### config.mk
export PLATFORM = sky130hd
export DESIGN_NAME = cpu_reset_seq
export DESIGN_NICKNAME = d
export VERILOG_FILES = /design/src/rtl/cpu_reset_seq_pkg.sv /design/src/rtl/cpu_reset_seq_reset_sync.sv /design/src/rtl/cpu_reset_seq.sv
export SDC_FILE = /design/constraint.sdc
export NUM_CORES = 1
export LEC_CHECK = 0
export ABC_AREA = 1
export ABC_CLOCK_PERIOD_IN_PS = 1950
export CAP_MARGIN = 20
export CORE_ASPECT_RATIO = 0.75
export CORE_MARGIN = 3
export CORE_UTILIZATION = 30
export CTS_BUF_LIST = sky130_fd_sc_hd__clkbuf_4 sky130_fd_sc_hd__clkbuf_8
export DETAILED_ROUTE_END_ITERATION = 8
export SLEW_MARGIN = 30
export SYNTH_ARGS = -nofsm -noshare
export SYNTH_HDL_FRONTEND = slang
export SYNTH_HIERARCHICAL = 1
export SYNTH_SLANG_ARGS = --single-unit
### constraint.sdc
create_clock -name clk -period 1.95 [get_ports clk]
set_clock_uncertainty 0.05 [all_clocks]
set_input_delay 0.4875 -clock clk [delete_from_list [all_inputs] [get_ports clk]]
set_output_delay 0.4875 -clock clk [all_outputs]
set_load 0.01 [all_outputs]
### src/rtl/cpu_reset_seq_pkg.sv
// Shared types for the CPU reset sequencer: sequencer states and reset-cause codes.
package cpu_reset_pkg;

    typedef enum logic [1:0] {
        S_SYNC = 2'd0,
        S_HOLD = 2'd1,
        S_REL  = 2'd2,
        S_RUN  = 2'd3
    } state_t;

    localparam logic [1:0] CAUSE_POR  = 2'b00;
    localparam logic [1:0] CAUSE_SW   = 2'b01;
    localparam logic [1:0] CAUSE_WDOG = 2'b10;

endpackage

### src/rtl/cpu_reset_seq_reset_sync.sv
// Two-flop reset synchroniser: asserts asynchronously with arst_n, releases on the
// second rising clock edge after arst_n goes high.
module reset_sync (
    input  logic clk,
    input  logic arst_n,
    output logic sync_n
);

    logic meta;

    always_ff @(posedge clk or negedge arst_n) begin
        if (!arst_n) begin
            meta   <= 1'b0;
            sync_n <= 1'b0;
        end else begin
            meta   <= 1'b1;
            sync_n <= meta;
        end
    end

endmodule

### src/rtl/cpu_reset_seq.sv
// Reset sequencer: holds NCH active-low channel resets after clrn release or a
// software/watchdog re-reset, then releases them one by one STAGGER cycles apart.
module cpu_reset_seq
    import cpu_reset_pkg::*;
#(
    parameter int NCH     = 2,
    parameter int HOLD    = 4,
    parameter int STAGGER = 2,
    parameter int PC_W    = 32,
    parameter int WDOG    = 256,
    parameter int CNT_W   = 8
) (
    input  logic             clk,
    input  logic             clrn,
    input  logic             sw_rst_req,
    input  logic             wdog_en,
    input  logic [PC_W-1:0]  pc,
    output logic [NCH-1:0]   rst_n_out,
    output logic             seq_busy,
    output logic [1:0]       rst_cause,
    output logic [CNT_W-1:0] rst_count
);

    localparam int CMAX = (HOLD > STAGGER) ? HOLD : STAGGER;
    localparam int CW   = $clog2(CMAX + 1);
    localparam int IW   = (NCH > 1) ? $clog2(NCH) : 1;

    state_t         state;
    logic [CW-1:0]  cnt;
    logic [IW-1:0]  idx;
    logic [NCH-1:0] rst_n_q;
    logic           sync_n;
    logic           in_run;
    logic           wdog_trig;
    logic           restart;
    logic           hold_done;
    logic           stag_done;
    logic           rel_now;
    logic           last_chan;

    function automatic logic [CNT_W-1:0] sat_inc(input logic [CNT_W-1:0] v);
        return (&v) ? v : v + CNT_W'(1);
    endfunction

    reset_sync u_sync (
        .clk    (clk),
        .arst_n (clrn),
        .sync_n (sync_n)
    );

    assign in_run  = (state == S_RUN);
    assign restart = in_run && (sw_rst_req || wdog_trig);

    // Leaving SYNC already accounts for one hold cycle, since the synchroniser
    // released on the previous edge; HOLD == 1 therefore releases straight from SYNC.
    assign hold_done = ((state == S_SYNC) && sync_n && (HOLD == 1)) ||
                       ((state == S_HOLD) && (cnt + CW'(1) == CW'(HOLD)));
    assign stag_done = (state == S_REL) && (cnt + CW'(1) == CW'(STAGGER));
    assign rel_now   = hold_done || stag_done;
    assign last_chan = (idx == IW'(NCH - 1));

    always_ff @(posedge clk or negedge clrn) begin
        if (!clrn) begin
            state     <= S_SYNC;
            cnt       <= '0;
            idx       <= '0;
            rst_n_q   <= '0;
            rst_cause <= CAUSE_POR;
            rst_count <= '0;
        end else if (restart) begin
            state     <= S_HOLD;
            cnt       <= '0;
            idx       <= '0;
            rst_n_q   <= '0;
            rst_cause <= sw_rst_req ? CAUSE_SW : CAUSE_WDOG;
            rst_count <= sat_inc(rst_count);
        end else if (rel_now) begin
            rst_n_q[idx] <= 1'b1;
            cnt          <= '0;
            if (last_chan) begin
                state <= S_RUN;
            end else begin
                state <= S_REL;
                idx   <= idx + IW'(1);
            end
        end else begin
            case (state)
                S_SYNC: begin
                    if (sync_n) begin
                        state <= S_HOLD;
                        cnt   <= CW'(1);
                    end
                end
                S_HOLD, S_REL: cnt <= cnt + CW'(1);
                default: ;
            endcase
        end
    end

    generate
        if (WDOG > 0) begin : g_wdog
            localparam int WW = $clog2(WDOG + 1);

            logic [PC_W-1:0] pc_prev;
            logic [WW-1:0]   wcnt;
            logic            stall;

            always_ff @(posedge clk) begin
                pc_prev <= pc;
            end

            assign stall     = in_run && wdog_en && (pc == pc_prev);
            assign wdog_trig = stall && (wcnt == WW'(WDOG - 1));

            always_ff @(posedge clk or negedge clrn) begin
                if (!clrn) begin
                    wcnt <= '0;
                end else if (stall && !restart) begin
                    wcnt <= wcnt + WW'(1);
                end else begin
                    wcnt <= '0;
                end
            end
        end else begin : g_no_wdog
            logic unused_wdog;
            assign unused_wdog = ^{wdog_en, pc};
            assign wdog_trig   = 1'b0;
        end
    endgenerate

    assign rst_n_out = rst_n_q;
    assign seq_busy  = ~(&rst_n_q);

endmodule

* Word-level counts from Yosys, hierarchy flattened
Cells that the tools add are included.
** Cells by class
- $add $sub $neg :: 4
- Magnitude comparators :: 2
- Equal/unequal tests :: 8
- Multiplexer cells :: 18
- Bitwise operators :: 3
- Reductions and logical operators :: 22
** Operator list (number)
- equality test 32 bit :: 1
- two-way mux 2 bit :: 7
- adder 9 x 1 -> 9 bit (second input constant) :: 1
- equality test 9 x 8 -> 1 bit (second input constant) :: 1
- two-way mux 3 bit :: 3
- two-way mux 9 bit :: 1
- adder 8 x 1 -> 8 bit (second input constant) :: 1
- logical AND 1 bit :: 8
- AND reduction 2 bit :: 4
- AND reduction 8 bit :: 1
- one-hot mux 3 bit (2 select lines) :: 1
- nonzero test 3 bit :: 2
- two-way mux 1 bit :: 5
- equality test 2 bit (second input constant) :: 2
- inequality test 4 x 3 -> 1 bit (second input constant) :: 1
- nonzero test 4 bit :: 1
- adder 3 x 1 -> 3 bit (second input constant) :: 1
- equality test 3 x 2 -> 1 bit (second input constant) :: 1
- equality test 3 bit (second input constant) :: 1
- equality test 2 x 1 -> 1 bit (second input constant) :: 1
- logical NOT 2 bit :: 1
- logical OR 1 bit :: 2
- less-than comparator 1 x 2 -> 1 bit (second input constant) :: 1
- inverter 1 bit :: 2
- other kinds (7) :: 7
** Word-level totals
- Register bits :: 61
- Bits of input ports :: 36
- Output and inout port bits :: 13
- Word-level logic and storage cells :: 67

* Logic depth before layout (Yosys ltp)
Gate-level depths: netlist of the first run.
- Word-level depth :: 9
- Mapped depth :: 16
- Mapped depth without buffers :: 15

* Hierarchy
Netlist of the first run, hierarchy kept.
** By module, submodules not included
- cpu_reset_seq :: times used 1, cells an instance 372, area an instance 2855.2 µm², seq. area each 1316.3 µm²
- reset_sync :: times used 1, cells an instance 3, area an instance 53.8 µm², seq. area each 50.0 µm²

* Worst setup path before layout of the first run
No wires, ideal clock.
- Kind :: register -> register
- Start point :: reg g_wdog.wcnt[0]
- End point :: reg state[0]
- Library setup time :: 0.119 ns
- Arrival time :: 1.758 ns
- Required time :: 1.781 ns
- Slack :: 0.023 ns
- Stages on the path, launching flop included :: 13
- Path buffers :: 1
- Clock period less this slack :: 1.927 ns
- Path through :: dfrtp_1 > ha_1 > nand2_1 > nor2_1 > nand3_1 > and3b_1 > ha_1 > nand3_1 > nand2_1 > nand2_2 > buf_4 > nand3_2 > o21a_1
** Between the ends
- Cells in the longest elaborated chain, start to end :: 6
- Elaborated cells on any way between the ends :: 8
- Classes of those cells :: 1 x eq/ne; 1 x mux; 6 x reduce/logical
** Ends and longest elaborated chain
- start: declaration :: line cpu_reset_seq.sv:105 : logic [WW-1:0] wcnt;
- start signal: assignment :: line cpu_reset_seq.sv:119 : wcnt <= wcnt + WW'(1);
- equality test 9 x 8 -> 1 bit * :: line cpu_reset_seq.sv:113 : assign wdog_trig = stall && (wcnt == WW'(WDOG - 1));
- logical AND 1 bit * :: line cpu_reset_seq.sv:113
- logical OR 1 bit * :: line cpu_reset_seq.sv:52 : assign restart = in_run && (sw_rst_req || wdog_trig);
- logical AND 1 bit * :: line cpu_reset_seq.sv:52
- nonzero test 3 bit (no line)
- AND reduction 2 bit (no line)
- end signal: assignment :: line cpu_reset_seq.sv:64 : state <= S_SYNC;
- end signal: assignment :: line cpu_reset_seq.sv:71 : state <= S_HOLD;
- end signal: assignment :: line cpu_reset_seq.sv:81 : state <= S_RUN;
- end: declaration :: line cpu_reset_seq.sv:28 : state_t state;
Every way passes the cells marked *; elsewhere a longest branch is shown, timed or not.
A chain may end at the register's enable or synchronous reset.

* Worst setup path after layout of the first run
- Start point :: in pc[21]
- End point :: reg cnt[0]
** Between the ends
- Cells in the longest elaborated chain, start to end :: 7
- Elaborated cells on any way between the ends :: 9
- Classes of those cells :: 2 x eq/ne; 1 x mux; 6 x reduce/logical
** Ends and longest elaborated chain
- start: declaration :: line cpu_reset_seq.sv:17 : input logic [PC_W-1:0] pc,
- equality test 32 bit * :: line cpu_reset_seq.sv:112 : assign stall = in_run && wdog_en && (pc == pc_prev);
- logical AND 1 bit * :: line cpu_reset_seq.sv:112
- logical AND 1 bit * :: line cpu_reset_seq.sv:113
- logical OR 1 bit * :: line cpu_reset_seq.sv:52
- logical AND 1 bit * :: line cpu_reset_seq.sv:52
- inequality test 4 x 3 -> 1 bit (no line) or nonzero test 4 bit (tied branches)
- AND reduction 2 bit (no line)
- end signal: assignment :: line cpu_reset_seq.sv:94 : S_HOLD, S_REL: cnt <= cnt + CW'(1);
- end: declaration :: line cpu_reset_seq.sv:29 : logic [CW-1:0] cnt;
Marks and branches as above.

==> metrics.md, run 1 <==
| Metric | Value |
|---|---|
| Clock tree sinks | `61` |
| Clock Tree Root | `clkbuf_8` |
| Max-cap violation count | `0` |
| Fraction of power consumed by the clock network | `0.263` |
| Startpoint of the most critical hold path | `pc[30]` |
| Hold crit path type | `input pin to register` |
| Comb pwr share | `0.314` |
| Status | `complete, but fails checks` |
| Fraction of final layout cells with drive strength greater than 1 | `0.242` |
| Met1 Usage GRT | `0.182` |
| CP arrival | `2140 ps` |
| CP Launch Point | `pc[21]` |
| Most common cell after layout, fill and taps aside | `nand2_1` |
| Violations in the final reports | `negative setup slack` |
| Worst setup slack after layout | `-13.0 ps` |
| Reg2reg end | `cnt[0]` |
| Fin crit share | `1.01` |
| Largest net degree at the start of global routing | `30` |
| Async set or reset register ratio after synthesis | `0.475` |
| Highest Clock Rate | `509 MHz` |
| Top flip-flop cell by instance count after synthesis | `dfxtp_1` |
| Number of slew-limit violations in the final report | `0` |
| Clock Latency Late Sink | `340 ps` |
| Area of the die | `0.0109 sq mm` |
| Worst-case hold slack | `255 ps` |
| Number of DRC markers after the initial detailed-route iteration | `121` |
| Mapped Area | `0.00291 sq mm` |
| Internal cell power | `2.49 mW` |
| Area Growth Syn to Fin | `47.2%` |
| Port-buffer cells | `48` |
| Total CTS buffers | `9` |
| Via count | `2,659` |
| Maximum ir drop on the vdd rail | `0.304 mV` |
| Minimum clock period after layout | `1960 ps` |
| Number of top-level pins | `49` |
| Clock Tree Buf Depth | `2` |
| Antenna-violating nets left | `0` |
| Setup slack of the worst register-to-register path | `40 ps` |
| Number of optimization iterations in the first detailed-route pass | `4` |
| CTS tree | `built` |
| Switching part of the total | `0.333` |
| Depth of the most critical reg-to-reg path | `14` |
| Number of placement rows | `30` |
| Number of nets in the layout | `536` |
| GR peak layer | `met2` |
| Count of inserted antenna diode cells | `0` |
| Met3 Usage GRT | `0.0455` |
| Worst slack at placement | `-510 ps` |
| Mapped Nets | `421` |
| Synth Area per Inst | `7.76 sq um` |
| Final number of hold-violating endpoints | `0` |
| Final HPWL DP | `5200 um` |
| Crit start category | `input pin` |
| Total detailed-routing wirelength | `6920 um` |
| Post-synthesis sequential area ratio | `0.470` |
| Cell count after synthesis | `375` |
| Total power of the final layout | `3.73 mW` |
| Static power due to leakage | `2.24 nW` |
| Number of global-route vias before repair | `2,514` |
| Setup CP Type | `input pin to register` |
| Cts hold-fix bufs | `0` |
| DRC | `0` |
| Crit Path Max Fanout | `5` |
| Most used cells in the layout excluding fill and tap cells | `101 x nand2_1, 60 x inv_1, 54 x buf_4` |
| Floorplan die width | `120 um` |
| CTS H-tree depth | `3` |
| Source of the worst register-to-register timing path | `g_wdog.wcnt[0]` |
| Global route overflow | `0` |
| Initial antenna violation count | `0` |
| Capture point of the worst path | `cnt[0]` |
| Via density per instance | `4.27` |
| Overall global routing resource usage | `0.134` |
| Per-cell routed wire length | `11.1 um` |
| First-pass GRT wire length | `11,700 um` |
| Total setup violations reported at the end of the flow | `4` |
| Unrepaired setup endpoints after global routing | `true` |
| Reg clk slew, reported paths | `70 ps` |
| Power per cell area | `872 mW/mm^2` |
| Number of synthesized flops with an enable pin | `0` |
| Sequential Power Share | `0.423` |
| Die extent in y | `91.3 um` |
| WP data required | `2120 ps` |
| Synth Warn # | `6` |
| Core area | `0.00923 sq mm` |
| Fraction of met2 tracks used by global routing | `0.202` |
| Netlist cell types | `32` |
| Starting Density | `0.315` |
| Switch Pwr | `1.24 mW` |
| Yosys reg bits | `61` |
| Final weighted congestion in routability-driven placement | `0.817` |
| Type of element capturing the critical path | `register` |
==> state kept, by name (all words and copies together) (netlist names) <==
signal          cells
rst_count           8
rst_n_out           2
idx                 1
g_wdog.pc_prev     32
u_sync/sync_n       1
rst_cause           2
state               2
cnt                 3
u_sync/meta         1
g_wdog.wcnt         9
==> routing by layer <==
metal  share of wire  routed length, um  up-vias
li1                -                  -     1389
met1            0.49               3420     1221
met2            0.45               3110       44
met3           0.045                311        5
met4           0.012                 81        0
met5               0                  0        -
==> cell type report <==
class                           instances  area (sq um)
Sequential cell                        61          1370
Inverter                               63           239
Clock buffer                           10           131
Timing Repair Buffer                  106           925
Clock inverter                          6          38.8
Multi-Input combinational cell        249          1420
Fill cell                             954          4950
Tap cell                              128           160
==> power by group through the flow <==
stage,sequential (mW),clock [mW],combinational [mW]
floorplan,1.61,0,0.574
global placement,1.59,0,1.08
detailed placement,1.60,0,1.10
CTS,1.58,1.01,1.13
global route,1.61,1.08,1.31
finish,1.58,0.982,1.17
==> critical path, cell delays in order <==
cell,delay (ps)
clkdlybuf4s50_1,530
inv_1,50
nand2_1,80
nand2_1,50
inv_1,40
nand4_1,80
nor2_1,200
nand3_2,100
nand2_2,80
nand2_4,80
buf_6,130
nand3_2,50
nand2_2,60
nand2_1,60
nand2_1,50
==> what timing repair did <==
action | 4_1_cts | 5_1_grt
pin swaps | 14 | 12
setup endpoints to repair | 25 | 31
resized for setup | 44 | 28
setup buffers | 11 | 4
cloned | 1 | 0
==> Yosys cell counts (4+ instances only) <==
master   count  area, sq um
dfrtp_1     29          726
dfxtp_1     32          641
ha_1        10          125
inv_1       61          229
nand2_1    111          417
nand2_2      5         31.3
nand3_1     17         85.1
nand4_1     12         75.1
nor2_1      40          150
nor3_1       6         30.0
or2_2        4         25.0
xnor2_1     12          105
xor2_1       6         52.6
==> worst min-delay path by stage <==
stage                                    end  slack [ps]  cells after the start
after CTS                      u_sync/sync_n         310                      0
final                     g_wdog.pc_prev[30]         260                      1
after floorplan                       cnt[0]         140                      0
after detailed placement       u_sync/sync_n         290                      0
after global routing      g_wdog.pc_prev[30]         240                      1
after global placement         u_sync/sync_n         280                      0
==> stage by stage <==
stage / setup TNS (ps) / area, sq um / instances / util
5_1_grt: -1350 / 4280 / 623 / 0.464
6_report: -35.7 / 4280 / 623 / 0.464
4_1_cts: -126 / 4180 / 621 / 0.452
3_5_place_dp: -11360 / 3860 / 593 / 0.418
3_3_place_gp: -11000 / 3860 / 593 / 0.418
2_1_floorplan: 0 / 2910 / 375 / -
==> kinds of logic (layout without fill, tap and decap cells) <==
kind of cell	after synthesis	in the layout	synth area share
AOI/OAI and AO/OA	14	14	0.0344
xor gates and xnor gates	18	18	0.0542
adders and majority gates	10	10	0.0430
buffers and inverters	65	185	0.0886
DFF	61	61	0.470
other	1	1	0.00129
and+or+nand+nor	206	206	0.309
Power figures use the tool's default switching activity.
==> run 2: changes to the inputs <==
--- a/config.mk
+++ b/config.mk
@@ -18,3 +18,4 @@
 export SYNTH_HDL_FRONTEND = slang
 export SYNTH_HIERARCHICAL = 1
 export SYNTH_SLANG_ARGS = --single-unit
+export TNS_END_PERCENT = 50
==> run 2 against run 1 <==
  * The flow still finishes with violations (negative setup slack)
  * Sequential share of layout area rose by 0.15 points
  * Final area is 0.47% lower
  * Critical endpoint unchanged
  * Routed wire length fell by 0.27%
  * Flip-flop and latch count unchanged
  * Non-clock buffer count fell by 1
  * Fmax about the same
  * Sequential power is essentially flat
  * Die area unchanged
  * Via count decreased by 0.53%
  * Combinational power barely moved
  * Clock-buffer cell count is the same
==> metrics.md, run 2 (same netlist as run 1, synthesis figures left out) <==
| Metric | Value |
|---|---|
| Max-cap violation count | `0` |
| Final design instance area without fill | `0.00426 sq mm` |
| Met2 wire len | `3090 um` |
| CTS tree | `built` |
| Non-Filler Instances | `622` |
| Placed cell area | `0.00386 sq mm` |
| DRC | `0` |
| Number of optimization iterations in the first detailed-route pass | `4` |
| Routed met3 length | `312 um` |
| Most common cell after layout, fill and taps aside | `nand2_1` |
| Total power of the final layout | `3.72 mW` |
| Number of placement rows | `30` |
| Area Growth Syn to Fin | `46.5%` |
| Floorplan die width | `120 um` |
| Static power due to leakage | `2.23 nW` |
| Worst slack at placement | `-510 ps` |
| Number of slew-limit violations in the final report | `0` |
| Minimum clock period after layout | `1960 ps` |
| Overall global routing resource usage | `0.134` |
| Fin crit share | `1.01` |
| Per-cell routed wire length | `11.1 um` |
| Layout fillers | `959` |
| Clock tree sinks | `61` |
| CP arrival | `2140 ps` |
| Setup slack of the worst register-to-register path | `30 ps` |
| Violations in the final reports | `negative setup slack` |
| Final core area utilization | `0.462` |
| Maximum ir drop on the vdd rail | `0.304 mV` |
| Status | `complete, but fails checks` |
| Total CTS buffers | `9` |
| Number of flip-flops under the largest register name | `32` |
| Setup CP Type | `input pin to register` |
| Number of nets in the layout | `535` |
| Clock Latency Late Sink | `340 ps` |
| Initial antenna violation count | `0` |
| Final number of hold-violating endpoints | `0` |
| Unrepaired setup endpoints after global routing | `true` |
| Hold crit path type | `input pin to register` |
| Area of the die | `0.0109 sq mm` |
| Worst setup slack after layout | `-14.6 ps` |
| Via density per instance | `4.25` |
| Number of placed instances, taps included | `593` |
| Antenna-violating nets left | `0` |
| Source of the worst register-to-register timing path | `g_wdog.wcnt[0]` |
| Routed metal-1 wirelength | `3420 um` |
| Fraction of final layout cells with drive strength greater than 1 | `0.241` |
| Port-buffer cells | `48` |
| Top layer in use | `met4` |
| CTS H-tree depth | `3` |
| Count of inserted antenna diode cells | `0` |
| Crit Path Max Fanout | `5` |
| Number of global-route vias before repair | `2,515` |
| Power per cell area | `874 mW/mm^2` |
| Highest Clock Rate | `509 MHz` |
| Biggest register | `g_wdog.pc_prev` |
| Final weighted congestion in routability-driven placement | `0.817` |
| Core area | `0.00923 sq mm` |
| Global route overflow | `0` |
| First-pass GRT wire length | `11,600 um` |
| Total setup violations reported at the end of the flow | `3` |
| Number of top-level pins | `49` |
| Die extent in y | `91.3 um` |
| Total detailed-routing wirelength | `6900 um` |
| Clock Tree Root | `clkbuf_8` |
| Final HPWL DP | `5200 um` |
| Registers with the most flip-flops | `g_wdog.pc_prev: 32 flops, g_wdog.wcnt: 9 flops, rst_count: 8 flops` |
| Largest net degree at the start of global routing | `30` |
| Via count | `2,645` |
| Starting Density | `0.315` |
| Number of DRC markers after the initial detailed-route iteration | `144` |
| Startpoint of the most critical hold path | `pc[30]` |
| Final-layout setup total negative slack | `-37.7 ps` |
| Type of element capturing the critical path | `register` |
| CP Launch Point | `pc[21]` |
| Cts hold-fix bufs | `0` |
| Reg clk slew, reported paths | `70 ps` |
| Most used cells in the layout excluding fill and tap cells | `101 x nand2_1, 60 x inv_1, 54 x buf_4` |
| Crit start category | `input pin` |
| Worst-case hold slack | `256 ps` |
| WP data required | `2120 ps` |
| Clock Tree Buf Depth | `2` |
run 2: cell count changes in the layout (fill, tap and decap cells not counted), sizes merged:
cell  change
buf       -1
run 2: where the power goes:
| group | switching [mW] | internal, mW |
|---|---|---|
| clock network | 0.512 | 0.470 |
| logic | 0.575 | 0.589 |
| registers | 0.152 | 1.43 |
run 2: layer usage:
metal	GRT usage	up-vias
met2	0.201	45
met4	0.0439	0
met5	0	-
met1	0.181	1210
met3	0.0455	5
li1	-	1385
run 2: cell type report:
class | instances | area, sq um | area share
repair buffers | 105 | 913 | 0.214
inverters | 63 | 239 | 0.0561
multi-input cells | 249 | 1410 | 0.331
well taps | 128 | 160 | 0.0376
clock inverters | 6 | 38.8 | 0.00910
flip-flops and latches | 61 | 1370 | 0.321
clock buffers | 10 | 131 | 0.0308
run 2: worst paths after layout:
| check | endpoint | cells after the start |
|---|---|---|
| worst max-delay path | cnt[0] | 15 |
| worst min-delay path | g_wdog.pc_prev[30] | 1 |
| worst max register to register | cnt[0] | 14 |
| worst min register to register | u_sync/sync_n | 0 |
| max in group asynchronous | rst_count[5] | 2 |
| min in group asynchronous | g_wdog.wcnt[3] | 2 |
run 2: critical path: stages:
cell	delay [ps]
clkdlybuf4s50_1	530
inv_1	50
nand2_1	80
nand2_1	50
inv_1	40
nand4_1	80
nor2_1	200
nand3_2	100
nand2_2	80
nand2_4	80
buf_6	140
nand3_2	50
nand2_2	60
nand2_1	60
nand2_1	50
run 2: repair_timing:
item                       in CTS  in global routing
gates cloned                    1                  0
gates resized for setup        41                 29
setup buffers                  11                  3
pin swaps                      14                 12
setup endpoints to repair      25                 31
